`src/rtl/cpu_ctrl_pkg.sv`:
```
// Shared definitions for the bus CPU control unit: control-bit positions, opcodes and
// the fixed fetch words.
package cpu_ctrl_pkg;

  localparam int unsigned CTRL_W = 16;

  localparam int unsigned B_HLT = 15;
  localparam int unsigned B_MI  = 14;
  localparam int unsigned B_RI  = 13;
  localparam int unsigned B_RO  = 12;
  localparam int unsigned B_IO  = 11;
  localparam int unsigned B_II  = 10;
  localparam int unsigned B_AI  = 9;
  localparam int unsigned B_AO  = 8;
  localparam int unsigned B_EO  = 7;
  localparam int unsigned B_SU  = 6;
  localparam int unsigned B_BI  = 5;
  localparam int unsigned B_OI  = 4;
  localparam int unsigned B_CE  = 3;
  localparam int unsigned B_CO  = 2;
  localparam int unsigned B_J   = 1;
  localparam int unsigned B_FI  = 0;

  localparam logic [CTRL_W-1:0] M_HLT = CTRL_W'(1) << B_HLT;
  localparam logic [CTRL_W-1:0] M_MI  = CTRL_W'(1) << B_MI;
  localparam logic [CTRL_W-1:0] M_RI  = CTRL_W'(1) << B_RI;
  localparam logic [CTRL_W-1:0] M_RO  = CTRL_W'(1) << B_RO;
  localparam logic [CTRL_W-1:0] M_IO  = CTRL_W'(1) << B_IO;
  localparam logic [CTRL_W-1:0] M_II  = CTRL_W'(1) << B_II;
  localparam logic [CTRL_W-1:0] M_AI  = CTRL_W'(1) << B_AI;
  localparam logic [CTRL_W-1:0] M_AO  = CTRL_W'(1) << B_AO;
  localparam logic [CTRL_W-1:0] M_EO  = CTRL_W'(1) << B_EO;
  localparam logic [CTRL_W-1:0] M_SU  = CTRL_W'(1) << B_SU;
  localparam logic [CTRL_W-1:0] M_BI  = CTRL_W'(1) << B_BI;
  localparam logic [CTRL_W-1:0] M_OI  = CTRL_W'(1) << B_OI;
  localparam logic [CTRL_W-1:0] M_CE  = CTRL_W'(1) << B_CE;
  localparam logic [CTRL_W-1:0] M_CO  = CTRL_W'(1) << B_CO;
  localparam logic [CTRL_W-1:0] M_J   = CTRL_W'(1) << B_J;
  localparam logic [CTRL_W-1:0] M_FI  = CTRL_W'(1) << B_FI;

  localparam logic [3:0] OP_NOP = 4'h0;
  localparam logic [3:0] OP_LDA = 4'h1;
  localparam logic [3:0] OP_ADD = 4'h2;
  localparam logic [3:0] OP_SUB = 4'h3;
  localparam logic [3:0] OP_STA = 4'h4;
  localparam logic [3:0] OP_LDI = 4'h5;
  localparam logic [3:0] OP_JMP = 4'h6;
  localparam logic [3:0] OP_JC  = 4'h7;
  localparam logic [3:0] OP_JZ  = 4'h8;
  localparam logic [3:0] OP_OUT = 4'hE;
  localparam logic [3:0] OP_HLT = 4'hF;

  localparam logic [CTRL_W-1:0] FETCH_T0 = M_CO | M_MI;
  localparam logic [CTRL_W-1:0] FETCH_T1 = M_RO | M_II | M_CE;

  typedef enum logic {StRun, StHalt} seq_state_e;

endpackage

```
`src/rtl/microcode_rom.sv`:
```
// Combinational microcode: maps opcode, T-step and the latched flags to a control word.
module microcode_rom
  import cpu_ctrl_pkg::*;
#(
  parameter int unsigned OPCODE_W = 4,
  parameter int unsigned STEP_W   = 3
) (
  input  logic [OPCODE_W-1:0] i_opcode,
  input  logic [STEP_W-1:0]   i_step,
  input  logic                i_cf,
  input  logic                i_zf,
  output logic [CTRL_W-1:0]   o_word
);

  logic [CTRL_W-1:0] w_t2, w_t3, w_t4;

  always_comb begin
    w_t2 = '0;
    w_t3 = '0;
    w_t4 = '0;
    case (i_opcode)
      OP_LDA: begin
        w_t2 = M_MI | M_IO;
        w_t3 = M_RO | M_AI;
      end
      OP_ADD: begin
        w_t2 = M_MI | M_IO;
        w_t3 = M_RO | M_BI;
        w_t4 = M_AI | M_EO | M_FI;
      end
      OP_SUB: begin
        w_t2 = M_MI | M_IO;
        w_t3 = M_RO | M_BI;
        w_t4 = M_AI | M_EO | M_SU | M_FI;
      end
      OP_STA: begin
        w_t2 = M_MI | M_IO;
        w_t3 = M_RI | M_AO;
      end
      OP_LDI: w_t2 = M_IO | M_AI;
      OP_JMP: w_t2 = M_IO | M_J;
      OP_JC:  w_t2 = i_cf ? (M_IO | M_J) : '0;
      OP_JZ:  w_t2 = i_zf ? (M_IO | M_J) : '0;
      OP_OUT: w_t2 = M_AO | M_OI;
      OP_HLT: w_t2 = M_HLT;
      default: ;
    endcase
  end

  always_comb begin
    o_word = '0;
    case (i_step)
      STEP_W'(0): o_word = FETCH_T0;
      STEP_W'(1): o_word = FETCH_T1;
      STEP_W'(2): o_word = w_t2;
      STEP_W'(3): o_word = w_t3;
      STEP_W'(4): o_word = w_t4;
      default:    o_word = '0;
    endcase
  end

endmodule

```
`src/rtl/control_sequencer.sv`:
```
// T-step counter and RUN/HALT state; gates the microcode word onto the datapath control bus.
module control_sequencer
  import cpu_ctrl_pkg::*;
#(
  parameter int unsigned OPCODE_W  = 4,
  parameter int unsigned STEP_W    = 3,
  parameter int unsigned NUM_STEPS = 5,
  parameter bit          EARLY_END = 1'b1
) (
  input  logic                i_clk,
  input  logic                i_clr_n,
  input  logic                i_step_en,
  input  logic [OPCODE_W-1:0] i_opcode,
  input  logic                i_cf,
  input  logic                i_zf,
  output logic [CTRL_W-1:0]   o_ctrl_state,
  output logic [STEP_W-1:0]   o_step,
  output logic                o_halted,
  output logic                o_fetch
);

  localparam logic [STEP_W-1:0] LAST_STEP  = STEP_W'(NUM_STEPS - 1);
  localparam logic [STEP_W-1:0] FIRST_EXEC = STEP_W'(2);

  seq_state_e        r_state;
  logic [STEP_W-1:0] r_step;
  logic              r_halted;
  logic [CTRL_W-1:0] w_rom_word;
  logic [CTRL_W-1:0] w_ctrl;

  microcode_rom #(
    .OPCODE_W (OPCODE_W),
    .STEP_W   (STEP_W)
  ) u_rom (
    .i_opcode (i_opcode),
    .i_step   (r_step),
    .i_cf     (i_cf),
    .i_zf     (i_zf),
    .o_word   (w_rom_word)
  );

  // Reset gates the word directly so the datapath sees 0 without waiting for an edge.
  always_comb begin
    w_ctrl = '0;
    if (!i_clr_n) begin
      w_ctrl = '0;
    end else if (r_state == StHalt) begin
      w_ctrl = M_HLT;
    end else if (i_step_en) begin
      w_ctrl = w_rom_word;
    end
  end

  always_ff @(posedge i_clk or negedge i_clr_n) begin
    if (!i_clr_n) begin
      r_state  <= StRun;
      r_step   <= '0;
      r_halted <= 1'b0;
    end else if (r_state == StRun && i_step_en) begin
      if (w_ctrl[B_HLT]) begin
        r_state  <= StHalt;
        r_halted <= 1'b1;
      end else if (r_step == LAST_STEP ||
                   (EARLY_END && r_step >= FIRST_EXEC && w_ctrl == '0)) begin
        r_step <= '0;
      end else begin
        r_step <= r_step + STEP_W'(1);
      end
    end
  end

  assign o_ctrl_state = w_ctrl;
  assign o_step       = r_step;
  assign o_halted     = r_halted;
  assign o_fetch      = (r_step < FIRST_EXEC);

  a_one_bus_driver: assert property (@(posedge i_clk) disable iff (!i_clr_n)
    $onehot0({w_ctrl[B_RO], w_ctrl[B_IO], w_ctrl[B_AO], w_ctrl[B_EO], w_ctrl[B_CO]}));

endmodule
```
`config.mk`:
```
export PLATFORM = sky130hd
export DESIGN_NAME = control_sequencer
export DESIGN_NICKNAME = d
export VERILOG_FILES = /design/src/rtl/cpu_ctrl_pkg.sv /design/src/rtl/microcode_rom.sv /design/src/rtl/control_sequencer.sv
export SDC_FILE = /design/constraint.sdc
export NUM_CORES = 1
export LEC_CHECK = 0
export CORE_AREA = 2 2 48 50
export DETAILED_ROUTE_END_ITERATION = 10
export DIE_AREA = 0 0 50 52
export HOLD_SLACK_MARGIN = 0.15
export PLACE_DENSITY = 0.78
export SYNTH_ARGS = -nofsm -noshare
export SYNTH_HDL_FRONTEND = slang
export SYNTH_SLANG_ARGS = --single-unit
```
`constraint.sdc`:
```
create_clock -name i_clk -period 1.8 [get_ports i_clk]
set_clock_uncertainty 0.05 [all_clocks]
set_input_delay 0.36 -clock i_clk [delete_from_list [all_inputs] [get_ports i_clk]]
set_output_delay 0.36 -clock i_clk [all_outputs]
set_load 0.01 [all_outputs]
```
# Word-level counts from Yosys, hierarchy flattened

Index checks and enable logic that the tools add are counted.

Bitwise operators: 2
Equal/unequal tests: 14
Reductions and logical operators: 9
Multiplexer cells: 10
Add/subtract/negate cells: 1
Magnitude comparators: 2

Operator list:

| cell                                                                                | count |
|---|---|
| 16-bit case mux with 7 select lines                                                 | 1 |
| 16-bit case mux with 5 select lines                                                 | 1 |
| 16-bit two-way mux                                                                  | 3 |
| 14-bit case mux with 3 select lines                                                 | 1 |
| 12-bit two-way mux                                                                  | 2 |
| 10-bit case mux with 2 select lines                                                 | 1 |
| 4-bit by 3-bit == test with 1-bit output, second input constant                     | 4 |
| 16-bit zero test                                                                    | 1 |
| 4-bit == test, second input constant                                                | 3 |
| 4-bit by 2-bit == test with 1-bit output, second input constant                     | 2 |
| 3-bit by 2-bit == test with 1-bit output, second input constant                     | 2 |
| 4-bit by 1-bit == test with 1-bit output, second input constant                     | 1 |
| 2-bit AND reduction                                                                 | 2 |
| 4-bit OR reduction                                                                  | 1 |
| 3-bit by 1-bit adder with 3-bit output, second input constant                       | 1 |
| 3-bit by 1-bit == test with 1-bit output, second input constant                     | 1 |
| 3-bit == test, second input constant                                                | 1 |
| 3-bit by 2-bit greater-or-equal comparator with 1-bit output, second input constant | 1 |
| 3-bit zero test                                                                     | 1 |
| 3-bit by 2-bit less-than comparator with 1-bit output, second input constant        | 1 |
| 3-bit two-way mux                                                                   | 1 |
| 1-bit logical AND                                                                   | 2 |
| 1-bit inverter                                                                      | 2 |
| 2-bit OR reduction                                                                  | 1 |
| 1-bit logical OR                                                                    | 1 |

Bits of input ports: 9
Logic and storage cells: 40
Register bits after elaboration: 4

# Longest topological paths before layout

Depth in word-level cells: 11
Mapped depth: 9
Mapped depth without buffers: 8

# Modules after synthesis

Synthesis repeated with hierarchy kept, for this count alone.

Cells, all modules: 93
Area total of the unflattened synthesis: 721.9 um^2

Modules (own cells, without submodules):

| module            | seq. area each (um^2) | cells each | area each (um^2) | times used |
|---|---|---|---|---|
| control_sequencer | 100.1                 | 50         | 424.2            | 1 |
| microcode_rom     | 0.0                   | 43         | 297.8            | 1 |

# Worst setup path after synthesis

OpenSTA, ideal clock, no wires.

Path type: register -> output
Start: register r_step[1] (netlist: o_step[1])
End: output o_ctrl_state[6]
Setup slack: -0.383 ns
Buffers on the path: 0
Data arrival time: 1.773 ns
Cell stages (with the launch flop): 7
Required time: 1.390 ns
Cells stage by stage: dfrtp_1 > inv_1 > ha_1 > nand2_1 > nor3_1 > nor2b_1 > and2_1

Word-level cells in the longest chain between the ends: 5
Elaborated cells on any way between the ends: 9
Classes of those cells: 4 x eq/ne; 4 x mux; 1 x reduce/logical

Ends and longest elaborated chain:

| item                                        | RTL line                | RTL |
|---|---|---|
| start: declaration                          | control_sequencer.sv:26 | `logic [STEP_W-1:0] r_step;` |
| start signal: assignment                    | control_sequencer.sv:67 | `r_step <= r_step + STEP_W'(1);` |
| 3-bit == test, or another cell as far along | microcode_rom.sv:52     | `case (i_step)` |
| 16-bit case mux with 5 select lines (*)     | microcode_rom.sv:52     |  |
| 16-bit two-way mux (*)                      | control_sequencer.sv:49 | `end else if (i_step_en) begin` |
| 16-bit two-way mux (*)                      | control_sequencer.sv:47 | `end else if (r_state == StHalt) begin` |
| 16-bit two-way mux (*)                      | control_sequencer.sv:45 | `if (!i_clr_n) begin` |
| end: declaration                            | control_sequencer.sv:16 | `output logic [CTRL_W-1:0] o_ctrl_state,` |

Every way passes the cells marked *; elsewhere a longest branch is shown, timed or not.

# Worst setup path in the final report

Start: register r_step[1] (netlist: o_step[1])
End: register r_step[1] (netlist: o_step[1])

Word-level cells in the longest chain between the ends: 9
Elaborated cells on any way between the ends: 17
Classes of those cells: 1 x add/sub; 1 x order compare; 4 x eq/ne; 5 x mux; 1 x bitwise; 5 x reduce/logical

Ends and longest elaborated chain:

| item                                        | RTL line                                     | RTL |
|---|---|---|
| 3-bit == test, or another cell as far along | microcode_rom.sv:52, control_sequencer.sv:63 |  |
| 16-bit case mux with 5 select lines         | microcode_rom.sv:52                          |  |
| 16-bit two-way mux                          | control_sequencer.sv:49                      |  |
| 16-bit two-way mux                          | control_sequencer.sv:47                      |  |
| 16-bit two-way mux                          | control_sequencer.sv:45                      |  |
| 16-bit zero test                            | control_sequencer.sv:64                      | `(EARLY_END && r_step >= FIRST_EXEC && w_ctrl == '0)) begin` |
| 1-bit logical AND                           | control_sequencer.sv:64                      |  |
| 1-bit logical OR                            | control_sequencer.sv:63                      | `end else if (r_step == LAST_STEP \|\|` |
| 3-bit two-way mux                           | control_sequencer.sv:63                      |  |

Several ways; a longest one is shown, not always the timed one.
A chain may end at the register's enable or synchronous reset.

==> metrics.log <==
[metrics] peak clock frequency supported by timing: 443 MHz
[metrics] Cell Pwr Density: around 1100 nW/µm²
[metrics] violated checks: negative setup slack
[metrics] gpl congestion: roughly 0.9
[metrics] Slew HR: 0.829
[metrics] final count of negative-setup-slack endpoints: 18
[metrics] # Max-Cap Violations: 0
[metrics] smallest setup slack after layout: -459 ps
[metrics] delay-heaviest family, CP: simple AND/OR/NAND/NOR gates
[metrics] Power Total: roughly 1.8 mW
[metrics] synthesis-stage register bit count: 4
[metrics] sum of negative setup slack: -5560 ps
[metrics] synthesized instance count: ~100
[metrics] max-slew violation count: 0
[metrics] # clock sinks: 4
[metrics] Detailed Place HPWL: 2000 µm
[metrics] xor and xnor area share after synthesis: 0
[metrics] total detailed-routing wirelength: between 3000 and 4000 µm
[metrics] worst ir drop on vdd: around 1.1 mV
[metrics] worst reg-to-reg path cell count: 11
[metrics] initial core utilization: 0.354
[metrics] Adder-Cell Fraction of Synth Area: 0.0839
[metrics] CTS tree: yes
[metrics] insertion delay of the later-clocked pin in the worst-skew pair: 240 ps
[metrics] proportion of layout cells with a drive suffix above 1: 0.650
[metrics] most frequent standard cell in the layout excluding fill and tap cells: buf_4
[metrics] via total after detailed routing: 1117
[metrics] area share of the largest cell type after synthesis: 0.134
[metrics] first-pass GRT wire length: between 4000 and 5000 µm
[metrics] worst setup slack for register-to-register paths: -460 ps
[metrics] class of the most critical setup path: reg2reg
[metrics] slowest stage delay, CP: approximately 450 ps
[metrics] number of global-route vias before repair: approximately 1100
[metrics] leakage power: 0.768 nW
[metrics] number of synthesized flops with an enable pin: 0
[metrics] required time at the endpoint of the critical path: 1870 ps
[metrics] number of placed I/O pins: 30
[metrics] Final Cell Area: 1670 µm²
[metrics] outcome: finished, violations left
[metrics] period utilisation layout: 1.26
[metrics] element type at the critical path end: flop
[metrics] cell type of the slowest stage on the worst timing path: dfrtp_2
[metrics] Synth area leader: dfrtp_1
[metrics] R2R Path Start: o_step[1]
[metrics] root buffer selected by CTS: clkbuf_4
[metrics] RSZ-0062 raised after global routing: true
[metrics] Layout area overhead: 124%
[metrics] H-tree depth: 1
[metrics] hold path cells: 4
[metrics] number of buffers created by CTS: 3
[metrics] most used cells in the layout excluding fill and tap cells: buf_4, buf_6, buf_2
[metrics] core occupancy in the finished layout: 0.794
[metrics] post-detailed-route DRC marker count: 0
[metrics] buffer depth of the longest clock path: 2
[metrics] Mapped Area: 746 µm²
[metrics] routed length per placed instance: approximately 15 µm
[metrics] number of buffers added on ports: 29
[metrics] leftover overflow at the end of global routing: 0
[metrics] Initial DRC Count: 17
[metrics] slew of the pin with the lowest slew margin: between 200 and 300 ps
[metrics] cell mode on critical path: buf_6
[metrics] mux contribution to synthesized area: 0
[metrics] NumNets Final: just under 200
[metrics] Vert. Die Dim: ~52 µm
[metrics] GR Util All Layers: 0.237
[metrics] Crit Path Max Fanout: 5
[metrics] Placement Rows: 17
[metrics] most used flip-flop cell after synthesis: dfrtp_1
[metrics] class of the worst hold path: in2reg
[metrics] shortest clock period the worst path allows after layout: approximately 2300 ps
[metrics] Final ANT Viol Nets: 0
[metrics] chain of cells forming the critical path: inv_4, ha_4, nor3_4, nor2_2, o21ai_4, buf_6, buf_6, o211ai_1, nor4_2, buf_4, o31ai_4
[metrics] Final Hold Viols: 0
[metrics] cell area after placement: 1340 µm²
[metrics] Avg Synthesized Cell Area: about 7 µm²
[metrics] compound-gate portion of the synthesized area: 0.243
[metrics] sequential element share of the synthesized area: 0.134
[metrics] post-synthesis net count: approximately 120
[metrics] critical path startpoint category: flop
[metrics] dominant combinational cell family by area after synthesis: simple AND/OR/NAND/NOR gates
[metrics] Die Width: approximately 50 µm
[metrics] via density per instance: around 5.3
[metrics] number of diodes added for antenna fixing: 0
[metrics] iteration count of the initial detailed-routing pass: 4
[metrics] standard cell core area: approximately 2100 µm²
[metrics] endpoint of the worst hold-timing path: o_halted
[metrics] CTS clock-pin slew for the worst setup and hold paths: roughly 40 ps
[metrics] Synthesis Warnings: 0
[metrics] Synth Area in Simple Gates: 0.430
[metrics] distinct cell type count of the synthesized netlist: 42
[metrics] endpoint of the worst register-to-register path: o_step[1]
[metrics] Total Die Area: ~2600 µm²
[metrics] data arrival time at the worst-slack endpoint: about 2300 ps
[metrics] fraction of synthesis flops using an asynchronous set or reset pin: 1.00
[metrics] number of antenna violations at the first check in global routing: 0
[metrics] pin count of the biggest net entering global routing: 10
[metrics] Worst Path Buf+Inv: 4
[metrics] largest cells by area after synthesis: dfrtp_1, ha_1, nor2_1
[metrics] source of the worst hold timing path: i_opcode[0]
[metrics] Filler Cells Inserted: around 140
## state kept, by name, summed over array words and instances, names as in the netlist
name,count
o_step,3
o_halted,1
## cells in the mapped netlist, types with 3 or more instances
library cell and n:
nor3_1 6, and2_1 4, nand2_1 9, a21oi_1 7
nand2b_1 5, dfrtp_1 4, o21ai_0 4, nor2_1 11
inv_1 5, buf_4 4, ha_1 5, o21ai_1 3
nand3_1 4
## layout make-up
| type | count | area (µm²) | share of cell area |
|---|---|---|---|
| clock buffer | 4 | 26.3 | 0.0157 |
| inverter | 5 | 23.8 | 0.0142 |
| multi-input combinational | 87 | 796 | 0.476 |
| sequential | 4 | 104 | 0.0621 |
| tap | 28 | 35.0 | 0.0209 |
| timing repair buffer | 83 | 688 | 0.411 |
## tightest hold or removal path: cells and delay by family
family,cells,cell delay (ps)
AND/OR/NAND/NOR,2,130
buffers and inverters,2,300
## through the flow
step | hold WS [ps] | cells | worst slack (ps)
after floorplan | 14.4 | 104 | -169
after global placement | 571 | 191 | -818
after detailed placement | 593 | 191 | -916
after CTS | 519 | 203 | -332
after global routing | 559 | 211 | -586
final | 552 | 211 | -459
## report_power, final
part	internal, mW	switching [mW]
Clock	0.0835	0.0412
Combinational	0.789	0.651
Sequential	0.132	0.0740
## routing by layer
metal | track usage | share of wire | vias up
met4 | 0.120 | 0.034 | 0
met5 | 0 | 0 | -
met2 | 0.450 | 0.52 | 37
li1 | - | - | 537
met3 | 0.0115 | 0.033 | 10
met1 | 0.266 | 0.41 | 533
## cell families (layout without fill, tap and decap cells)
group                      Yosys count  in the layout
AOI/OAI and AO/OA                   27             27
and+or+nand+nor                     55             55
buffers and inverters               13             92
adders and majority gates            5              5
DFF                                  4              4
## repair_timing
item | 4_1_cts | 5_1_grt
pin swaps | 25 | 10
endpoints found under the setup margin | 20 | 23
hold endpoints to repair | 4 | 0
hold buffers | 1 | 0
gates resized for setup | 120 | 16
setup buffers | 8 | 8
## worst max path at each step
| stage | startpoint | to | slack, ps | cells after the start |
|---|---|---|---|---|
| CTS | o_step[1] | o_step[1] | -330 | 11 |
| finish | o_step[1] | o_step[1] | -460 | 11 |
| detailed placement | i_opcode[2] | o_ctrl_state[11] | -920 | 6 |
| floorplan | o_step[1] | o_step[0] | -170 | 8 |
| global route | o_step[1] | o_step[1] | -590 | 11 |
| global placement | i_opcode[2] | o_ctrl_state[11] | -820 | 6 |
Power figures use the tool's default switching activity.
